--- src/rtl/serial_parity_rx_pkg.sv ---
// Shared definitions for the XOR parity serial link (receiver and transmitter).
// State encodings and parity-mode constants must match on both ends.
package serial_parity_rx_pkg;

    typedef enum logic [1:0] {
        ST_IDLE   = 2'd0,
        ST_DATA   = 2'd1,
        ST_PARITY = 2'd2,
        ST_STOP   = 2'd3
    } rx_state_e;

    localparam logic PARITY_EVEN = 1'b0;
    localparam logic PARITY_ODD  = 1'b1;

endpackage

--- src/rtl/serial_parity_rx_parity_xor.sv ---
// XOR reduction of a W-bit word; shared by the receiver check and transmitter generation.
module parity_xor #(
    parameter int W = 8
) (
    input  logic [W-1:0] din,
    output logic         parity
);

    assign parity = ^din;

endmodule

--- src/rtl/serial_parity_rx.sv ---
// Serial frame receiver: start, DATA_W data bits LSB first, parity, stop; sampled on bit_tick.
// Delivers the word with parity/framing status as a one-cycle valid pulse; results held until next frame.
//
//  state     | meaning
//  ----------+-----------------------------------------------------------
//  ST_IDLE   | line idle, waiting for a ticked rxd=0 start bit
//  ST_DATA   | shifting DATA_W data bits into the MSB of the shift register
//  ST_PARITY | capturing the received parity bit
//  ST_STOP   | sampling stop bit, publishing data/parity_err/frame_err/valid
module serial_parity_rx
    import serial_parity_rx_pkg::*;
#(
    parameter int DATA_W     = 8,
    parameter bit ODD_PARITY = 1'b0
) (
    input  logic              clk,
    input  logic              rst_n,
    input  logic              bit_tick,
    input  logic              rxd,
    output logic [DATA_W-1:0] data,
    output logic              valid,
    output logic              parity_err,
    output logic              frame_err,
    output logic              busy
);

    localparam int CNT_W = $clog2(DATA_W + 1);
    localparam logic [CNT_W-1:0] CNT_LAST = CNT_W'(DATA_W - 1);
    localparam logic PAR_MODE = (ODD_PARITY == 1'b1) ? PARITY_ODD : PARITY_EVEN;

    rx_state_e          state_q, state_d;
    logic [CNT_W-1:0]   cnt_q, cnt_d;
    logic [DATA_W-1:0]  shift_q, shift_d;
    logic               par_bit_q, par_bit_d;
    logic [DATA_W-1:0]  data_q, data_d;
    logic               valid_q, valid_d;
    logic               perr_q, perr_d;
    logic               ferr_q, ferr_d;
    logic               busy_q, busy_d;
    logic               word_parity;

    parity_xor #(
        .W (DATA_W)
    ) u_parity_xor (
        .din    (shift_q),
        .parity (word_parity)
    );

    always_comb begin
        state_d   = state_q;
        cnt_d     = cnt_q;
        shift_d   = shift_q;
        par_bit_d = par_bit_q;
        data_d    = data_q;
        valid_d   = 1'b0;
        perr_d    = perr_q;
        ferr_d    = ferr_q;

        if (bit_tick) begin
            unique case (state_q)
                ST_IDLE: begin
                    if (!rxd) begin
                        state_d = ST_DATA;
                        cnt_d   = '0;
                    end
                end
                ST_DATA: begin
                    // Line is LSB first: each new bit enters at the top and walks down.
                    shift_d             = shift_q >> 1;
                    shift_d[DATA_W-1]   = rxd;
                    cnt_d               = cnt_q + CNT_W'(1);
                    if (cnt_q == CNT_LAST) begin
                        state_d = ST_PARITY;
                    end
                end
                ST_PARITY: begin
                    par_bit_d = rxd;
                    state_d   = ST_STOP;
                end
                ST_STOP: begin
                    data_d  = shift_q;
                    perr_d  = word_parity ^ par_bit_q ^ PAR_MODE;
                    ferr_d  = ~rxd;
                    valid_d = 1'b1;
                    state_d = ST_IDLE;
                end
                default: state_d = ST_IDLE;
            endcase
        end

        busy_d = (state_d != ST_IDLE);
    end

    always_ff @(posedge clk or negedge rst_n) begin
        if (!rst_n) begin
            state_q   <= ST_IDLE;
            cnt_q     <= '0;
            shift_q   <= '0;
            par_bit_q <= 1'b0;
            data_q    <= '0;
            valid_q   <= 1'b0;
            perr_q    <= 1'b0;
            ferr_q    <= 1'b0;
            busy_q    <= 1'b0;
        end else begin
            state_q   <= state_d;
            cnt_q     <= cnt_d;
            shift_q   <= shift_d;
            par_bit_q <= par_bit_d;
            data_q    <= data_d;
            valid_q   <= valid_d;
            perr_q    <= perr_d;
            ferr_q    <= ferr_d;
            busy_q    <= busy_d;
        end
    end

    assign data       = data_q;
    assign valid      = valid_q;
    assign parity_err = perr_q;
    assign frame_err  = ferr_q;
    assign busy       = busy_q;

endmodule

--- config.mk ---
export PLATFORM = sky130hd
export DESIGN_NAME = serial_parity_rx
export DESIGN_NICKNAME = d
export VERILOG_FILES = /design/src/rtl/serial_parity_rx_pkg.sv /design/src/rtl/serial_parity_rx_parity_xor.sv /design/src/rtl/serial_parity_rx.sv
export SDC_FILE = /design/constraint.sdc
export NUM_CORES = 1
export LEC_CHECK = 0
export CAP_MARGIN = 20
export CORE_MARGIN = 8
export CORE_UTILIZATION = 47
export CTS_CLUSTER_DIAMETER = 150
export DETAILED_ROUTE_END_ITERATION = 8
export HOLD_SLACK_MARGIN = 0.12
export PLACE_DENSITY = 0.69
export SLEW_MARGIN = 20
export SYNTH_ARGS = -nofsm -noshare
export SYNTH_HDL_FRONTEND = slang
export SYNTH_HIERARCHICAL = 1
export SYNTH_SLANG_ARGS = --single-unit
--- constraint.sdc ---
create_clock -name clk -period 2 [get_ports clk]
set_clock_uncertainty 0.05 [all_clocks]
set_input_delay 0.4 -clock clk [delete_from_list [all_inputs] [get_ports clk]]
set_output_delay 0.4 -clock clk [all_outputs]
set_load 0.005 [all_outputs]
==> summary.txt, run 1 <==
Critical path
  • CP endpoint kind: primary output
  • Delay-heaviest family, CP: buffers and inverters
  • CP arrival: 1.20 ns
  • CP peak stage delay: 0.51 ns
  • Critical path class: flip-flop to primary output
  • FF-to-FF setup slack: 0.60 ns
  • Worst r2r src: state_q[0]
  • Largest fanout on the critical path: 2
  • Reg-to-reg endpoint: data[7]
  • FF-to-FF path depth: 2
  • Max stage delay cell, worst path: clkdlybuf4s50_1
  • Crit path buffers/inverters: 1
  • Crit-path cells: clkdlybuf4s50_1
  • Startpoint Class: flip-flop
  • WP data required: 1.55 ns

Timing
  • Setup TNS: 0 ns
  • RSZ-0062 raised after global routing: false
  • Final setup vio count: 0
  • Worst Max-Slew Pin Slew: 0.406 ns
  • F_max: 605 MHz
  • Slew Limit Fails: 0
  • Tcrit/Tclk final: 82.6%
  • Fin. Hold Viols: 0
  • Rel. slew slack: 73.0%
  • Fin crit period: 1.65 ns

Hold path
  • Hold Crit Class: primary input to async pin

Route
  • Post-route DRC: 0
  • Routed WL: 1.91 mm
  • Vias: 682
  • Vias per cell: 4.98
  • WL/cell: 13.9 um
  • Detail Route Antenna Nets: 0
  • DR iter-0 viols: 11
  • Drt first pass iters: 3

Outcome
  • Run status: completed

Synth
  • Syn Inst Count: 92
  • Mapped cell area: 1250 um2
  • Sequential area share after synthesis: 53.8%
  • #FFs+latches synth: 27
  • Unique masters post-synth: 24
  • Async S/R FF share, synth: 100%
  • Mean area per synthesized cell: 13.6 um2
  • Post-synth EDFFs: 0
  • Warnings from Yosys: 6
  • Synthesized Nets: 97
  • Dominant synthesized flop cell: dfrtp_1

Clocking
  • Post-CTS setup buffer count: 0
  • CTS Buffer Depth: 2
  • Htree depth: 1
  • Root Driver: clkbuf_4
  • CTS tree: done
  • TritonCTS buffer count: 3
  • Clock Latency Late Sink: 0.32 ns
  • TritonCTS sink count: 27
  • # hold bufs at CTS: 0
  • CTS resizes: 0
  • Clock slew seen by the registers of the worst setup and hold paths: 0.15 ns

Floorplan
  • Die W: 67.7 um
  • Core area: 2500 um2
  • Vert. Die Dim: 67.7 um
  • Row Count: 18
  • Ports: 16
  • Die Footprint: 4580 um2
  • Initial Utilization: 50.2%

Finish
  • Final core occ: 57.0%
  • Layout area overhead: 13.6%
  • ANT cells: 0
  • Share of layout cells above drive strength 1: 23.4%
  • Final net count: 113

Global route
  • Gr ovfl total: 0
  • Largest net degree at the start of global routing: 28
  • Total track usage: 9.41%
  • Antenna violations before repair: 0
  • First-pass GRT wire length: 3.39 mm
  • Vias in the first global route: 717

Power and ir drop
  • Int Pwr: 1.49 mW
  • Leakage: 0.660 nW
  • Clock network power share: 10.6%
  • Worst VDD drop: 0.000801 V
  • Logic pwr share: 44.1%
  • Net Sw Frac: 31.8%
  • Reg power frac: 45.3%
  • Pwr dens: 1530 nW/um2
  • P_sw: 0.695 mW

Placed design
  • Hpwl dp: 1.38 mm
  • Number of I/O port buffers: 15
  • Final Wtd Congestion: 0.723

Flow run
  • Max Cap Violations: 0
[stage by stage]
| step | hold slack [ns] | power (mW) | std cells | worst slack [ns] | instance area [um2] |
|---|---|---|---|---|---|
| after floorplan | 0.0544 | 1.70 | 92 | 0.750 | 1250 |
| after global placement | 0.412 | 1.96 | 133 | 0.113 | 1400 |
| after detailed placement | 0.430 | 1.99 | 133 | 0.0958 | 1400 |
| after CTS | 0.384 | 2.22 | 137 | 0.328 | 1430 |
| after global routing | 0.393 | 2.36 | 137 | 0.266 | 1430 |
| final | 0.380 | 2.19 | 137 | 0.347 | 1430 |
[sequential cells by signal (all words and copies together) (netlist names)]
name        flops
busy            1
cnt_q           4
data            8
frame_err       1
par_bit_q       1
parity_err      1
shift_q         8
state_q         2
valid           1
[cells in the mapped netlist, drive strengths merged, types with 2 or more instances]
library cell,count,area share [%]
buf,5,4.2
nand3,2,1.8
dfrtp,27,54
xnor2,7,4.9
mux2,17,19
nand3b,2,2.2
inv,6,1.8
a21oi,2,0.80
nand2,6,1.8
o21ai,7,2.8
a22o,3,2.1
[worst max path at each step]
stage               cells past startpoint  slack, ns          to        from
CTS                                     1       0.33     data[2]     data[2]
global placement                        3       0.11     data[3]    bit_tick
floorplan                               5       0.75  parity_err  shift_q[3]
global route                            1       0.27     data[2]     data[2]
detailed placement                      3        0.1     data[3]    bit_tick
finish                                  1       0.35     data[2]     data[2]
[layout make-up]
class	count	area (um2)
clock buffers	3	22.5
clock inverters	1	5.00
fillers	216	1070
inverters	6	22.5
multi-input cells	54	504
flip-flops and latches	27	676
well taps	30	37.5
repair buffers	16	158
[per-layer routing]
metal  part of all wire [%]  GRT usage [%]
met5                      0              0
met4                   0.63           3.13
met3                    4.9           2.15
met2                     44           15.1
met1                     50           12.1
[power groups by stage]
stage	sequential [mW]	clock [mW]	combinational [mW]
floorplan	0.931	0	0.769
global placement	0.987	0	0.972
detailed placement	1.00	0	0.987
CTS	0.992	0.238	0.987
global route	1.02	0.267	1.07
finish	0.989	0.232	0.965
[cells by family after synthesis]
logic type	after synthesis	synth area share (%)
flip-flops	27	53.8
multiplexers	17	18.5
AO/OA/AOI/OAI	15	7.48
AND/OR/NAND/NOR	13	7.58
buffers and inverters	11	5.98
XOR/XNOR	8	5.58
adder cells (fa/ha/maj)	1	0.997
[placed cells by master (no fill, tap or decap), drive strengths merged]
master	Yosys	layout
nor2	1	1
nand2	6	6
buf	5	1
a211oi	1	1
clkinv	0	1
clkdlybuf4s50	0	15
mux2	17	17
xor2	1	1
inv	6	6
ha	1	1
o31ai	1	1
xnor2	7	7
nor3b	1	1
nand3b	2	2
o21ai	7	7
a22o	3	3
dfrtp	27	27
nand4bb	1	1
a21oi	2	2
o211ai	1	1
nand3	2	2
clkbuf	0	3
Note: power is estimated with default switching activity, not from simulation.
==> inputs of run 2 (changes only) <==
PLACE_DENSITY = 0.72   (was 0.69)
clock period = 1.5 ns   (was 2 ns; I/O delays follow)
==> run 2 against run 1 <==
  * Sequential share of layout area down 2.1 points
  * Utilization up 2.7 points
  * Setup slack worse by 0.25 ns
  * Via count up 7.5%
  * Hold slack worse by 0.10 ns
  * First-iteration DRC count up 18%
  * Register-to-register slack worse by 0.50 ns
  * Design area up 4.7%
  * Critical endpoint is now parity_err
  * Non-clock buffer count up 11
  * Wire length up 2.2%
  * Largest power group is now combinational logic
  * Critical path depth up 4
  * Final cell count up 8.0%
==> summary.txt, run 2 (same netlist as run 1, synthesis figures left out) <==
Outcome
  • Run status: completed

Global route
  • Total track usage: 9.80% (+0.39 points)
  • First-pass GRT wire length: 3.41 mm (+0.62%)
  • Gr ovfl total: 0 (unchanged)
  • Largest net degree at the start of global routing: 28 (unchanged)
  • Vias in the first global route: 736 (+2.6%)
  • Antenna violations before repair: 0 (unchanged)

Timing
  • RSZ-0062 raised after global routing: false
  • F_max: 713 MHz
  • Slew Limit Fails: 0 (unchanged)
  • Final setup vio count: 0 (unchanged)
  • Fin. Hold Viols: 0 (unchanged)
  • Fin crit period: 1.40 ns
  • Worst Max-Slew Pin Slew: 0.342 ns (-0.0640 ns)
  • Tcrit/Tclk final: 93.5%
  • Rel. slew slack: 77.1% (+4.2 points)

Clocking
  • TritonCTS buffer count: 3 (unchanged)
  • Htree depth: 1 (unchanged)
  • Clock Latency Late Sink: 0.32 ns (about the same)
  • Clock slew seen by the registers of the worst setup and hold paths: 0.13 ns (-0.02 ns)
  • TritonCTS sink count: 27 (unchanged)
  • CTS tree: done
  • # hold bufs at CTS: 0 (unchanged)
  • Root Driver: clkbuf_4
  • CTS Buffer Depth: 2 (unchanged)

Floorplan
  • Die W: 67.7 um (unchanged)
  • Vert. Die Dim: 67.7 um (unchanged)
  • Initial Utilization: 50.2% (unchanged)
  • Core area: 2500 um2 (unchanged)
  • Die Footprint: 4580 um2 (unchanged)
  • Ports: 16 (unchanged)
  • Row Count: 18 (unchanged)

Placed design
  • Final Wtd Congestion: 0.717 (-0.82%)
  • Dpl cells: 138 (+3.8%)
  • Post-DP Area: 1440 um2 (+2.7%)
  • Number of I/O port buffers: 15 (unchanged)

Route
  • Detail Route Antenna Nets: 0 (unchanged)
  • Vias: 733 (+7.5%)
  • Routed WL: 1.95 mm (+2.2%)
  • Drt first pass iters: 3 (unchanged)
  • DR iter-0 viols: 13 (+2)
  • Post-route DRC: 0 (unchanged)
  • WL/cell: 13.2 um (-5.4%)
  • Vias per cell: 4.95 (-0.51%)

Critical path
  • WP data required: 1.66 ns (+0.11 ns)
  • Crit path buffers/inverters: 0 (-1)
  • CP arrival: 1.56 ns (+0.36 ns)
  • Critical path class: flip-flop to flip-flop
  • Crit-path cells: xor2_1 -> xnor2_1 -> xnor2_1 -> xnor2_1 -> o21ai_0
  • CP endpoint kind: flip-flop
  • Max stage delay cell, worst path: dfrtp_1
  • Delay-heaviest family, CP: XOR/XNOR gates
  • Startpoint Class: flip-flop
  • Critical Path Most Common Cell: xnor2_1
  • CP peak stage delay: 0.44 ns (-0.07 ns)
  • Largest fanout on the critical path: 4 (+2)

Finish
  • Final core occ: 59.7% (+2.7 points)
  • Layout area overhead: 18.8%
  • Final Instance Area: 1490 um2 (+4.7%)
  • Area used by multi-input combinational logic: 504 um2 (unchanged)
  • Commonest non-fill, non-tap cell in the layout: dfrtp_1
  • Final net count: 124 (+9.7%)
  • Reg area: 676 um2 (unchanged)
  • Fillers: 214 (-0.93%)
  • Share of layout cells above drive strength 1: 29.7% (+6.3 points)
  • ANT cells: 0 (unchanged)
  • Fin cells: 148 (+8.0%)
  • Most frequent cells in the layout: dfrtp_1, dlygate4sd2_1, buf_4

Hold path
  • Hold Crit Class: primary input to async pin

Power and ir drop
  • Worst VDD drop: 0.00103 V (+29%)
  • Leakage: 0.751 nW (+14%)
  • Pwr dens: 1980 nW/um2 (+29%)

Flow run
  • Max Cap Violations: 0 (unchanged)
## run 2: final timing paths
kind	startpoint	end	slack, ns	depth (start not counted)
min in group clk	frame_err	frame_err	0.45	2
max in group asynchronous	rst_n	valid	0.87	2
worst max-delay path	shift_q[3]	parity_err	0.1	5
worst min-delay path	rst_n	parity_err	0.28	2
worst min register to register	frame_err	frame_err	0.45	2
worst max register to register	shift_q[3]	parity_err	0.1	5
## run 2: worst reg2reg max path: stages (launching register included)
cell and delay [ns]:
dfrtp_1 0.44, xor2_1 0.19, xnor2_1 0.22, xnor2_1 0.17, xnor2_1 0.14, o21ai_0 0.09
## run 2: where the power goes
group	total (mW)	internal [mW]	switching [mW]
Combinational	1.37	0.884	0.484
Sequential	1.29	1.02	0.264
Clock	0.303	0.104	0.199
## run 2: through the flow
| stage | setup WS (ns) | hold slack, ns | setup TNS [ns] | power, mW |
|---|---|---|---|---|
| floorplan | 0.250 | -0.0456 | 0 | 2.27 |
| global placement | -0.113 | 0.410 | -1.88 | 2.63 |
| detailed placement | -0.153 | 0.431 | -2.42 | 2.69 |
| CTS | 0.0737 | 0.275 | 0 | 3.01 |
| global route | 0.0371 | 0.289 | 0 | 3.19 |
| finish | 0.0972 | 0.278 | 0 | 2.96 |
## run 2: area by class of cell
class                   count  share of cell area (%)
flip-flops and latches     27                    45.3
multi-input cells          54                    33.8
repair buffers             27                    15.1
well taps                  30                    2.52
clock buffers               4                    1.76
inverters                   6                    1.51
## run 2: repair_timing
| action | CTS | global route |
|---|---|---|
| setup buffers | 6 | 0 |
| resized for setup | 12 | 0 |
| setup endpoints to repair | 12 | 0 |
## run 2: metal layers
layer / share of wire, % / global-route usage, %
met5: 0 / 0
met4: 1.4 / 4.70
met3: 6.6 / 2.98
met2: 47 / 15.4
met1: 45 / 12.0
==> inputs of run 3 (changes only) <==
PLACE_DENSITY = 0.69   (was 0.72)
REMOVE_ABC_BUFFERS = 1   (was not set)
clock period = 1.6 ns   (was 1.5 ns; I/O delays follow)
==> run 3 against run 2 <==
  * Count of clock-buffer cells in the layout fell by 1
  * Critical endpoint is now busy
  * Global-route usage grew 0.55 points
  * Sequential share of layout area down 0.67 points
  * Die area unchanged
  * Wire length is 9.1% higher
  * Register-to-register slack better by 0.09 ns
  * Largest power group unchanged
  * Setup slack worse by 0.033 ns
  * Highest routed layer unchanged
  * First-iteration DRC count is 46% higher
==> summary.txt, run 3 (same netlist as run 1, synthesis figures left out) <==
Timing
  • F_max: 651 MHz
  • Slew Limit Fails: 0 (unchanged)
  • Rel. slew slack: 71.9% (-5.2 points)
  • Setup TNS: 0 ns (unchanged)
  • RSZ-0062 raised after global routing: false
  • Fin crit period: 1.54 ns
  • Fin. Hold Viols: 0 (unchanged)
  • Worst Max-Slew Pin Slew: 0.422 ns (+0.0801 ns)
  • Final setup vio count: 0 (unchanged)
  • Tcrit/Tclk final: 96.0%

Critical path
  • Max stage delay cell, worst path: clkdlybuf4s50_1
  • CP endpoint kind: primary output
  • CP peak stage delay: 0.50 ns (+0.06 ns)
  • Largest fanout on the critical path: 1 (-3)
  • CP arrival: 1.17 ns (-0.39 ns)
  • WP data required: 1.23 ns (-0.43 ns)
  • Critical path class: flip-flop to primary output
  • Delay-heaviest family, CP: buffers and inverters
  • Crit path buffers/inverters: 1 (+1)
  • Startpoint Class: flip-flop
  • Crit-path cells: clkdlybuf4s50_1

Power and ir drop
  • Leakage: 0.847 nW (+13%)
  • Overall power: 2.80 mW (-5.2%)
  • Pwr dens: 1850 nW/um2 (-6.6%)
  • Worst VDD drop: 0.00115 V (+11%)

Clocking
  • CTS Buffer Depth: 2 (unchanged)
  • # hold bufs at CTS: 0 (unchanged)
  • Root Driver: clkbuf_4
  • Clock slew seen by the registers of the worst setup and hold paths: 0.14 ns (about the same)
  • TritonCTS sink count: 27 (unchanged)
  • Htree depth: 1 (unchanged)
  • TritonCTS buffer count: 3 (unchanged)
  • Clock Latency Late Sink: 0.32 ns (about the same)
  • CTS tree: done

Finish
  • Layout area overhead: 20.6%
  • Share of layout cells above drive strength 1: 29.3% (-0.35 points)
  • Final net count: 122 (-1.6%)
  • Fin cells: 146 (-1.4%)
  • Commonest non-fill, non-tap cell in the layout: dfrtp_1
  • Final core occ: 60.6% (+0.90 points)
  • ANT cells: 0 (unchanged)
  • Most frequent cells in the layout: dfrtp_1, mux2_4, buf_4

Route
  • Detail Route Antenna Nets: 0 (unchanged)
  • WL/cell: 14.6 um (+11%)
  • Drt first pass iters: 4 (+1)
  • Routed WL: 2.13 mm (+9.1%)
  • Vias: 757 (+3.3%)
  • DR top layer: met4
  • Vias per cell: 5.18 (+4.7%)
  • Post-route DRC: 0 (unchanged)
  • DR iter-0 viols: 19 (+6)
  • Met1 wire length: 1.01 mm (+14%)
  • Routed wl met2: 1.00 mm (+9.6%)
  • DR WL met3: 101 um (-21%)

Floorplan
  • Die Footprint: 4580 um2 (unchanged)
  • Row Count: 18 (unchanged)
  • Initial Utilization: 50.2% (unchanged)
  • Vert. Die Dim: 67.7 um (unchanged)
  • Die W: 67.7 um (unchanged)
  • Ports: 16 (unchanged)
  • Core area: 2500 um2 (unchanged)

Global route
  • Antenna violations before repair: 0 (unchanged)
  • Vias in the first global route: 760 (+3.3%)
  • Largest net degree at the start of global routing: 28 (unchanged)
  • Gr ovfl total: 0 (unchanged)
  • First-pass GRT wire length: 3.62 mm (+6.3%)
  • Total track usage: 10.3% (+0.55 points)

Hold path
  • Hold Crit Class: primary input to async pin

Placed design
  • Number of I/O port buffers: 15 (unchanged)
  • Hpwl dp: 1.46 mm
  • Final Wtd Congestion: 0.706 (-1.5%)
  • Dpl cells: 137 (-0.72%)

Flow run
  • Max Cap Violations: 0 (unchanged)

Outcome
  • Run status: completed
## run 3: worst paths after layout
| check | start | to | slack, ns | cells after the start |
|---|---|---|---|---|
| max in group asynchronous | rst_n | busy | 0.96 | 2 |
| worst max register to register | state_q[0] | frame_err | 0.19 | 4 |
| worst min-delay path | rst_n | data[0] | 0.29 | 2 |
| worst max-delay path | busy | busy | 0.06 | 1 |
| worst min register to register | parity_err | parity_err | 0.45 | 2 |
| min in group clk | parity_err | parity_err | 0.45 | 2 |
## run 3: layer usage
| layer | up-vias | global-route usage, % |
|---|---|---|
| met5 | - | 0 |
| met4 | 0 | 2.87 |
| met3 | 5 | 4.30 |
| met2 | 11 | 16.7 |
| met1 | 378 | 12.4 |
| li1 | 363 | - |
## run 3: final cells by class
cell class	count	area, um2
fillers	208	986
flip-flops and latches	27	676
multi-input cells	54	504
repair buffers	25	246
well taps	30	37.5
clock buffers	3	22.5
inverters	6	22.5
clock inverters	1	5.00
## run 3: what timing repair did
item                                    in CTS  in global routing
resized for setup                            1                  9
endpoints found under the setup margin       1                  9
buffers inserted                             0                  5
## run 3: report_power, final
part	internal, mW	total [mW]	switching, mW
Combinational	0.847	1.28	0.432
Sequential	0.959	1.23	0.273
Clock	0.0938	0.292	0.198
## run 3: through the flow
step	setup WS (ns)	hold WS, ns	cell area [um2]
finish	0.0639	0.293	1510
global route	0.00500	0.310	1510
CTS	0.00111	0.290	1450
detailed placement	-0.0625	0.429	1430
global placement	-0.0465	0.412	1430
floorplan	0.346	-0.0256	1200
